$ cat config.mk
export PLATFORM = sky130hd
export DESIGN_NAME = control_unit
export DESIGN_NICKNAME = d
export VERILOG_FILES = /design/src/rtl/j17_pkg.sv /design/src/rtl/j17_decode.sv /design/src/rtl/control_unit.sv
export SDC_FILE = /design/constraint.sdc
export NUM_CORES = 1
export LEC_CHECK = 0
export ABC_AREA = 1
export CAP_MARGIN = 5
export CORE_MARGIN = 2
export CORE_UTILIZATION = 30
export DETAILED_ROUTE_END_ITERATION = 10
export PLACE_DENSITY = 0.53
export SYNTH_ARGS = -nofsm -noshare
export SYNTH_HDL_FRONTEND = slang
export SYNTH_HIERARCHICAL = 1
export SYNTH_SLANG_ARGS = --single-unit
$ cat constraint.sdc
create_clock -name clock -period 3.9 [get_ports clock]
set_clock_uncertainty 0.1 [all_clocks]
set_input_delay 0.975 -clock clock [delete_from_list [all_inputs] [get_ports clock]]
set_output_delay 0.975 -clock clock [all_outputs]
set_load 0.05 [all_outputs]
$ cat src/rtl/j17_pkg.sv
// Shared encodings for the J17 control unit: FSM states, instruction classes,
// pcControl/writecode selects, field positions and decoded instruction kinds.
package j17_pkg;

  localparam logic [2:0] S_IDLE      = 3'd0;
  localparam logic [2:0] S_FETCH     = 3'd1;
  localparam logic [2:0] S_DECODE    = 3'd2;
  localparam logic [2:0] S_EXECUTE   = 3'd3;
  localparam logic [2:0] S_MEM       = 3'd4;
  localparam logic [2:0] S_WRITEBACK = 3'd5;
  localparam logic [2:0] S_HALT      = 3'd6;

  localparam logic [1:0] CLS_ALU_R = 2'b00;
  localparam logic [1:0] CLS_ALU_I = 2'b01;
  localparam logic [1:0] CLS_MEM   = 2'b10;
  localparam logic [1:0] CLS_CTRL  = 2'b11;

  localparam logic [1:0] PC_INC   = 2'd0;
  localparam logic [1:0] PC_HOLD  = 2'd1;
  localparam logic [1:0] PC_LOAD  = 2'd2;
  localparam logic [1:0] PC_CLEAR = 2'd3;

  localparam logic [1:0] WC_ALU   = 2'd0;
  localparam logic [1:0] WC_RAM   = 2'd1;
  localparam logic [1:0] WC_IMM22 = 2'd2;
  localparam logic [1:0] WC_SW    = 2'd3;

  localparam int unsigned CLS_HI   = 31;
  localparam int unsigned CLS_LO   = 30;
  localparam int unsigned FUNC_HI  = 29;
  localparam int unsigned FUNC_LO  = 26;
  localparam int unsigned RD_HI    = 25;
  localparam int unsigned RD_LO    = 21;
  localparam int unsigned RS1_HI   = 20;
  localparam int unsigned RS1_LO   = 16;
  localparam int unsigned RS2_HI   = 15;
  localparam int unsigned RS2_LO   = 11;
  localparam int unsigned IMM16_HI = 15;
  localparam int unsigned IMM22_HI = 21;

  localparam logic [3:0] F_LOAD    = 4'd0;
  localparam logic [3:0] F_STORE   = 4'd1;
  localparam logic [3:0] F_LI      = 4'd2;
  localparam logic [3:0] F_IN      = 4'd3;
  localparam logic [3:0] F_JMP     = 4'd0;
  localparam logic [3:0] F_BEQZ    = 4'd1;
  localparam logic [3:0] F_HALT    = 4'd15;
  localparam logic [3:0] F_ALU_MAX = 4'd11;

  typedef enum logic [3:0] {
    K_NOP, K_ALU, K_LOAD, K_STORE, K_LI, K_IN, K_JMP, K_BEQZ, K_HALT
  } kind_t;

endpackage

$ cat src/rtl/j17_decode.sv
// Combinational field extraction and class/func legality for J17 instructions.
// J17_HALT_EN enables class 11 func 15 as HALT; otherwise it decodes as a NOP.
module j17_decode
  import j17_pkg::*;
(
  input  logic [31:0] word,
  output kind_t       kind,
  output logic [1:0]  cls,
  output logic [3:0]  func,
  output logic [4:0]  rd,
  output logic [4:0]  rs1,
  output logic [4:0]  rs2,
  output logic [31:0] imm16,
  output logic [31:0] imm22
);

`ifdef J17_HALT_EN
  localparam logic HALT_EN = 1'b1;
`else
  localparam logic HALT_EN = 1'b0;
`endif

  assign cls   = word[CLS_HI:CLS_LO];
  assign func  = word[FUNC_HI:FUNC_LO];
  assign rd    = word[RD_HI:RD_LO];
  assign rs1   = word[RS1_HI:RS1_LO];
  assign rs2   = word[RS2_HI:RS2_LO];
  assign imm16 = {16'h0000, word[IMM16_HI:0]};
  assign imm22 = {10'h000, word[IMM22_HI:0]};

  always_comb begin
    kind = K_NOP;
    case (cls)
      CLS_ALU_R, CLS_ALU_I: if (func <= F_ALU_MAX) kind = K_ALU;
      CLS_MEM: begin
        case (func)
          F_LOAD:  kind = K_LOAD;
          F_STORE: kind = K_STORE;
          F_LI:    kind = K_LI;
          F_IN:    kind = K_IN;
          default: kind = K_NOP;
        endcase
      end
      default: begin
        case (func)
          F_JMP:   kind = K_JMP;
          F_BEQZ:  kind = K_BEQZ;
          F_HALT:  kind = HALT_EN ? K_HALT : K_NOP;
          default: kind = K_NOP;
        endcase
      end
    endcase
  end

endmodule

$ cat src/rtl/control_unit.sv
// J17 multi-cycle control FSM; all outputs are registered from the next state.
// J17_HALT_EN adds the HALT state; without it halted is tied low.
module control_unit
  import j17_pkg::*;
#(
  parameter int unsigned MEM_WAIT = 1
) (
  input  logic        clock,
  input  logic        reset_n,
  input  logic [31:0] instr,
  input  logic        instr_valid,
  output logic        fetch_req,
  input  logic        alu_zero,
  output logic [3:0]  opcode,
  output logic [31:0] op1,
  output logic [31:0] op2,
  output logic        imControl,
  output logic        regenable,
  output logic        memwrite,
  output logic [1:0]  pcControl,
  output logic [1:0]  writecode,
  output logic        halted
);

  localparam logic [3:0] WAIT_LOAD = 4'(MEM_WAIT - 1);

  logic [2:0]  state, nxt_state;
  logic [31:0] ir;
  logic [3:0]  cnt, nxt_cnt;
  logic        ir_load;

  logic [31:0] dec_word;
  kind_t       kind;
  logic [1:0]  cls;
  logic [3:0]  func;
  logic [4:0]  rd, rs1, rs2;
  logic [31:0] imm16, imm22;

  logic [3:0]  f_opcode, n_opcode;
  logic [31:0] f_op1, f_op2, n_op1, n_op2;
  logic        f_imc, n_imc;
  logic [1:0]  f_wc, n_wc, n_pc;
  logic        n_fetch, n_regen, n_memw;

  // Outputs are computed for the state being entered, so while accepting
  // a fetch the decoder must look at the incoming word rather than ir.
  assign dec_word = (state == S_FETCH) ? instr : ir;

  j17_decode u_decode (
    .word  (dec_word),
    .kind  (kind),
    .cls   (cls),
    .func  (func),
    .rd    (rd),
    .rs1   (rs1),
    .rs2   (rs2),
    .imm16 (imm16),
    .imm22 (imm22)
  );

  always_comb begin
    f_opcode = '0;
    f_op1    = '0;
    f_op2    = '0;
    f_imc    = 1'b0;
    f_wc     = WC_ALU;
    case (kind)
      K_ALU: begin
        f_opcode = func;
        f_op1    = 32'(rs1);
        f_imc    = (cls == CLS_ALU_I);
        f_op2    = f_imc ? imm16 : 32'(rs2);
      end
      K_LOAD, K_STORE: begin
        f_op1 = 32'(rs1);
        f_op2 = imm16;
        f_imc = 1'b1;
        f_wc  = (kind == K_LOAD) ? WC_RAM : WC_ALU;
      end
      K_LI: begin
        f_op2 = imm22;
        f_imc = 1'b1;
        f_wc  = WC_IMM22;
      end
      K_IN:   f_wc = WC_SW;
      K_JMP: begin
        f_op2 = imm16;
        f_imc = 1'b1;
      end
      K_BEQZ: begin
        f_op1 = 32'(rs1);
        f_op2 = imm16;
      end
      default: ;
    endcase
  end

  always_comb begin
    nxt_state = state;
    nxt_cnt   = cnt;
    ir_load   = 1'b0;
    n_regen   = 1'b0;
    n_memw    = 1'b0;
    n_pc      = PC_HOLD;
    n_opcode  = opcode;
    n_op1     = op1;
    n_op2     = op2;
    n_imc     = imControl;
    n_wc      = writecode;
    case (state)
      S_IDLE: nxt_state = S_FETCH;
      S_FETCH: begin
        if (instr_valid) begin
          nxt_state = S_DECODE;
          ir_load   = 1'b1;
          if (kind == K_NOP) n_pc = PC_INC;
        end
      end
      S_DECODE: begin
        case (kind)
          K_ALU, K_LOAD, K_STORE: nxt_state = S_EXECUTE;
          K_JMP: begin
            nxt_state = S_EXECUTE;
            n_pc      = PC_LOAD;
          end
          // alu_zero already reflects rs1: op1/opcode were driven in DECODE.
          K_BEQZ: begin
            nxt_state = S_EXECUTE;
            n_pc      = alu_zero ? PC_LOAD : PC_INC;
          end
          K_LI, K_IN: begin
            nxt_state = S_WRITEBACK;
            n_regen   = 1'b1;
            n_pc      = PC_INC;
          end
          K_HALT:  nxt_state = S_HALT;
          default: nxt_state = S_FETCH;
        endcase
      end
      S_EXECUTE: begin
        case (kind)
          K_ALU: begin
            nxt_state = S_WRITEBACK;
            n_regen   = 1'b1;
            n_pc      = PC_INC;
          end
          K_LOAD, K_STORE: begin
            nxt_state = S_MEM;
            nxt_cnt   = WAIT_LOAD;
            n_memw    = (kind == K_STORE);
            if (kind == K_STORE && WAIT_LOAD == 4'd0) n_pc = PC_INC;
          end
          default: nxt_state = S_FETCH;
        endcase
      end
      S_MEM: begin
        if (cnt == 4'd0) begin
          if (kind == K_LOAD) begin
            nxt_state = S_WRITEBACK;
            n_regen   = 1'b1;
            n_pc      = PC_INC;
          end else begin
            nxt_state = S_FETCH;
          end
        end else begin
          nxt_cnt = cnt - 4'd1;
          if (kind == K_STORE && cnt == 4'd1) n_pc = PC_INC;
        end
      end
      S_WRITEBACK: nxt_state = S_FETCH;
      S_HALT:      nxt_state = S_HALT;
      default:     nxt_state = S_IDLE;
    endcase

    if (nxt_state == S_IDLE) n_pc = PC_CLEAR;
    n_fetch = (nxt_state == S_FETCH);
    if (nxt_state inside {S_DECODE, S_EXECUTE, S_MEM, S_WRITEBACK}) begin
      n_opcode = f_opcode;
      n_op1    = f_op1;
      n_op2    = f_op2;
      n_imc    = f_imc;
      n_wc     = f_wc;
    end
    // Destination index travels on op1 once the operands have been consumed.
    if (nxt_state == S_WRITEBACK) n_op1 = 32'(rd);
  end

  always_ff @(posedge clock) begin
    if (!reset_n) begin
      state     <= S_IDLE;
      ir        <= '0;
      cnt       <= '0;
      fetch_req <= 1'b0;
      opcode    <= '0;
      op1       <= '0;
      op2       <= '0;
      imControl <= 1'b0;
      regenable <= 1'b0;
      memwrite  <= 1'b0;
      pcControl <= PC_CLEAR;
      writecode <= WC_ALU;
    end else begin
      state     <= nxt_state;
      cnt       <= nxt_cnt;
      fetch_req <= n_fetch;
      opcode    <= n_opcode;
      op1       <= n_op1;
      op2       <= n_op2;
      imControl <= n_imc;
      regenable <= n_regen;
      memwrite  <= n_memw;
      pcControl <= n_pc;
      writecode <= n_wc;
      if (ir_load) ir <= instr;
    end
  end

`ifdef J17_HALT_EN
  always_ff @(posedge clock) begin
    if (!reset_n) halted <= 1'b0;
    else          halted <= (nxt_state == S_HALT);
  end
`else
  assign halted = 1'b0;
`endif

endmodule

==> flow_summary.toml <==
[routing]
drt-initial-drc-count = 243
ant_nets = 0
drc_violation_count_after_routing = 0
drtPass1Iterations = 4
num_vias = 4627
totalWireLength_um = 13370
via_density = 4.203
routed_length_per_instance_um = 12.14

[synth]
synth_cell_types = 28
post_synth_instance_area_um2 = 5478
syn_avg_cell_area_um2 = 6.362
syn_inst = 861
synth.top_cells.by_area = "dfxtp_1 (32%), buf_4 (16%), nand2_1 (12%)"
synthMostInstantiatedCell = "nand2_1"
synth_async_reset_ratio_pct = 0
post_synth_edffs = 0
yosys_most_used_dff = "dfxtp_1"
synth_warnings = 6
synth_top_cell_by_area = "dfxtp_1"
post-synth-top-area-fraction_pct = 32.16
synth-seq-cells = 88
synth_top_cells_by_count = "nand2_1 (171), nor2_1 (126), buf_4 (114)"
synth-seq-area-share_pct = 32.16

[hold_path]
worst_min_path_class = "reg2reg"
hold_start = "ir[13]$_SDFFE_PN0P_"

[grt]
grt_pass1_wl_um = 21440
antenna_found_initial = 0
via_count_of_the_first_global_routing_pass = 4042
grt_max_degree = 67
groute.usage.overall_pct = 13.83
globalRoute.totalOverflow = 0

[floorplanning]
initial_utilization_pct = 30.49
placementRows = 49
core_area_um2 = 17960
die_w_um = 139.1
io-pin-count = 113
die_h_um = 139.1
die_area_um2 = 19360

[worst_setup_path]
crit_path_top_cell_by_count = "nand2_1"
critPathSlowestCell = "clkdlybuf4s50_1"
critical_path_class = "in2reg"
cp_top_family = "simple AND/OR/NAND/NOR gates"
max_stage_delay_ps = 480
cp_data_required_time_ps = 4080
worst-path-max-fanout = 9
cp_cell_sequence = "clkdlybuf4s50_1 > nand2_1 > o21ai_0 > inv_1 > nor2_1 > nand2_1 > o22ai_1 > nor2_2 > nand3_1 > nand2_1 > nor2_1 > nand3_2 > buf_4 > nand2_1 > nand2_1 > nor2_1"
critical_path.endpoint_type = "register"
timing.critical_path.buf_inv = 3
crit_path_start_kind = "input port"
setup.worst_path.start = "instr[31]"
r2r_start = "state[2]$_SDFF_PN0_"
cp_data_arrival_time_ps = 3530

[sta]
maxClockFrequency_mhz = 298.8
timing.final.max_slew_violations = 0
final_min_period_ps = 3347
timing.final.setup_violations = 0
grt_setup_unrepaired = "false"
maxSlewHeadroom_pct = 37.08
slew_at_the_pin_with_the_worst_max_slew_slack_ps = 942.4
tns_ps = 0
final_hold_viol_count = 0
final_period_utilization_pct = 85.82

[final_layout]
drive_above_1_share_pct = 5.619
layout-area-overhead-vs-synth_pct = 13.45
multi_input_area_um2 = 2469
sequential_area_um2 = 1762
antenna-diode-count = 0
nNetsFinal = 906
layout.cell_area.non_filler_um2 = 6215
layout.filler_cells = 1970

[placed_design]
port-buffer-count = 84
gp_congestion = 0.8707
hpwl_detailed_um = 9514
placement.cell_area_um2 = 5893

[pwr]
power_density_nw_per_um2 = 512.2
irDropWorstVdd_v = 0.0002381
leakage_uw = 0.002613
power_uw = 3183

[cts]
cts.root.buffer_cell = "clkbuf_16"
clk_transition_reported_paths_ps = 60
cts-htree-levels = 3
worst_skew_pair.late_latency_ps = 350
clock_path_buffers = 2
clock_sinks = 88
tritoncts = "yes"
cts.repair.resized = 0
cts.hold.buffers_added = 0
cts-buffers-inserted = 9
post_cts.repair.setup_buffers = 0

[flow_run]
drv.max_cap_violation_count = 0

[run_status]
run_status = "finished clean"
-- routing by layer --
metal | vias to the layer above | wire length, um | GRT usage [%]
li1 | 2530 | - | -
met1 | 1991 | 6726 | 19.49
met2 | 93 | 5851 | 20.72
met3 | 13 | 547 | 2.866
met4 | 0 | 242 | 5.369
met5 | - | 0 | 0
-- layout by cell type (no fill, tap or decap), types with 10 or more instances in the layout --
master	n
nand2_1	171
nor2_1	126
inv_1	100
dfxtp_1	88
clkdlybuf4s50_1	83
o21ai_0	75
a21oi_1	71
conb_1	55
nand4_1	21
nand3_1	13
buf_4	10
-- state kept, by name, indices dropped and copies added (netlist names) --
signal	count
op2	32
op1	5
regenable	1
writecode	2
opcode	4
imControl	1
cnt	4
state	3
ir	32
memwrite	1
fetch_req	1
pcControl	2
-- area by class of cell --
type                       instances  share of cell area [%]
inverter                         108                   6.523
tap                              229                   4.610
sequential                        88                   28.35
multi-input combinational        564                   39.72
timing repair buffer              97                   15.62
clock inverter                     3                   1.047
clock buffer                      12                   4.127
-- cells by family (layout without fill, tap and decap cells) --
group           Yosys count  after routing  synth area share, %
compound gates          158            158                14.87
fa+ha+maj                 2              2               0.4568
buf+inv                 262            220                26.40
flops                    88             88                32.16
other cells               2             55               0.1371
simple gates            349            349                25.97
-- metrics by stage --
step	worst slack, ps	cells	utilization, %	hold slack (ps)
2_1_floorplan	856.3	914	-	324.5
3_5_place_dp	220.0	1086	32.81	339.5
6_report	552.9	1101	34.60	346.3
3_3_place_gp	230.9	1086	32.81	334.2
4_1_cts	579.8	1101	34.60	348.5
5_1_grt	217.9	1101	34.60	361.8
-- worst paths after layout --
path | slack, ps | end | cells after the start
max | 550 | writecode[0]$_SDFFE_PN0P_ | 16
min | 350 | ir[13]$_SDFFE_PN0P_ | 2
max reg2reg | 640 | writecode[0]$_SDFFE_PN0P_ | 15
min reg2reg | 350 | ir[13]$_SDFFE_PN0P_ | 2
-- worst min-delay path: stages (launching register included) --
cell,delay [ps]
dfxtp_1,290
inv_1,50
a21oi_1,50
-- where the power goes --
group | internal [uW] | switching, uW | leakage [uW]
logic | 360 | 808 | 0.00173
registers | 1010 | 54.5 | 0.000721
clock network | 592 | 356 | 0.000159
No activity file was read; power rests on OpenSTA's default activity.
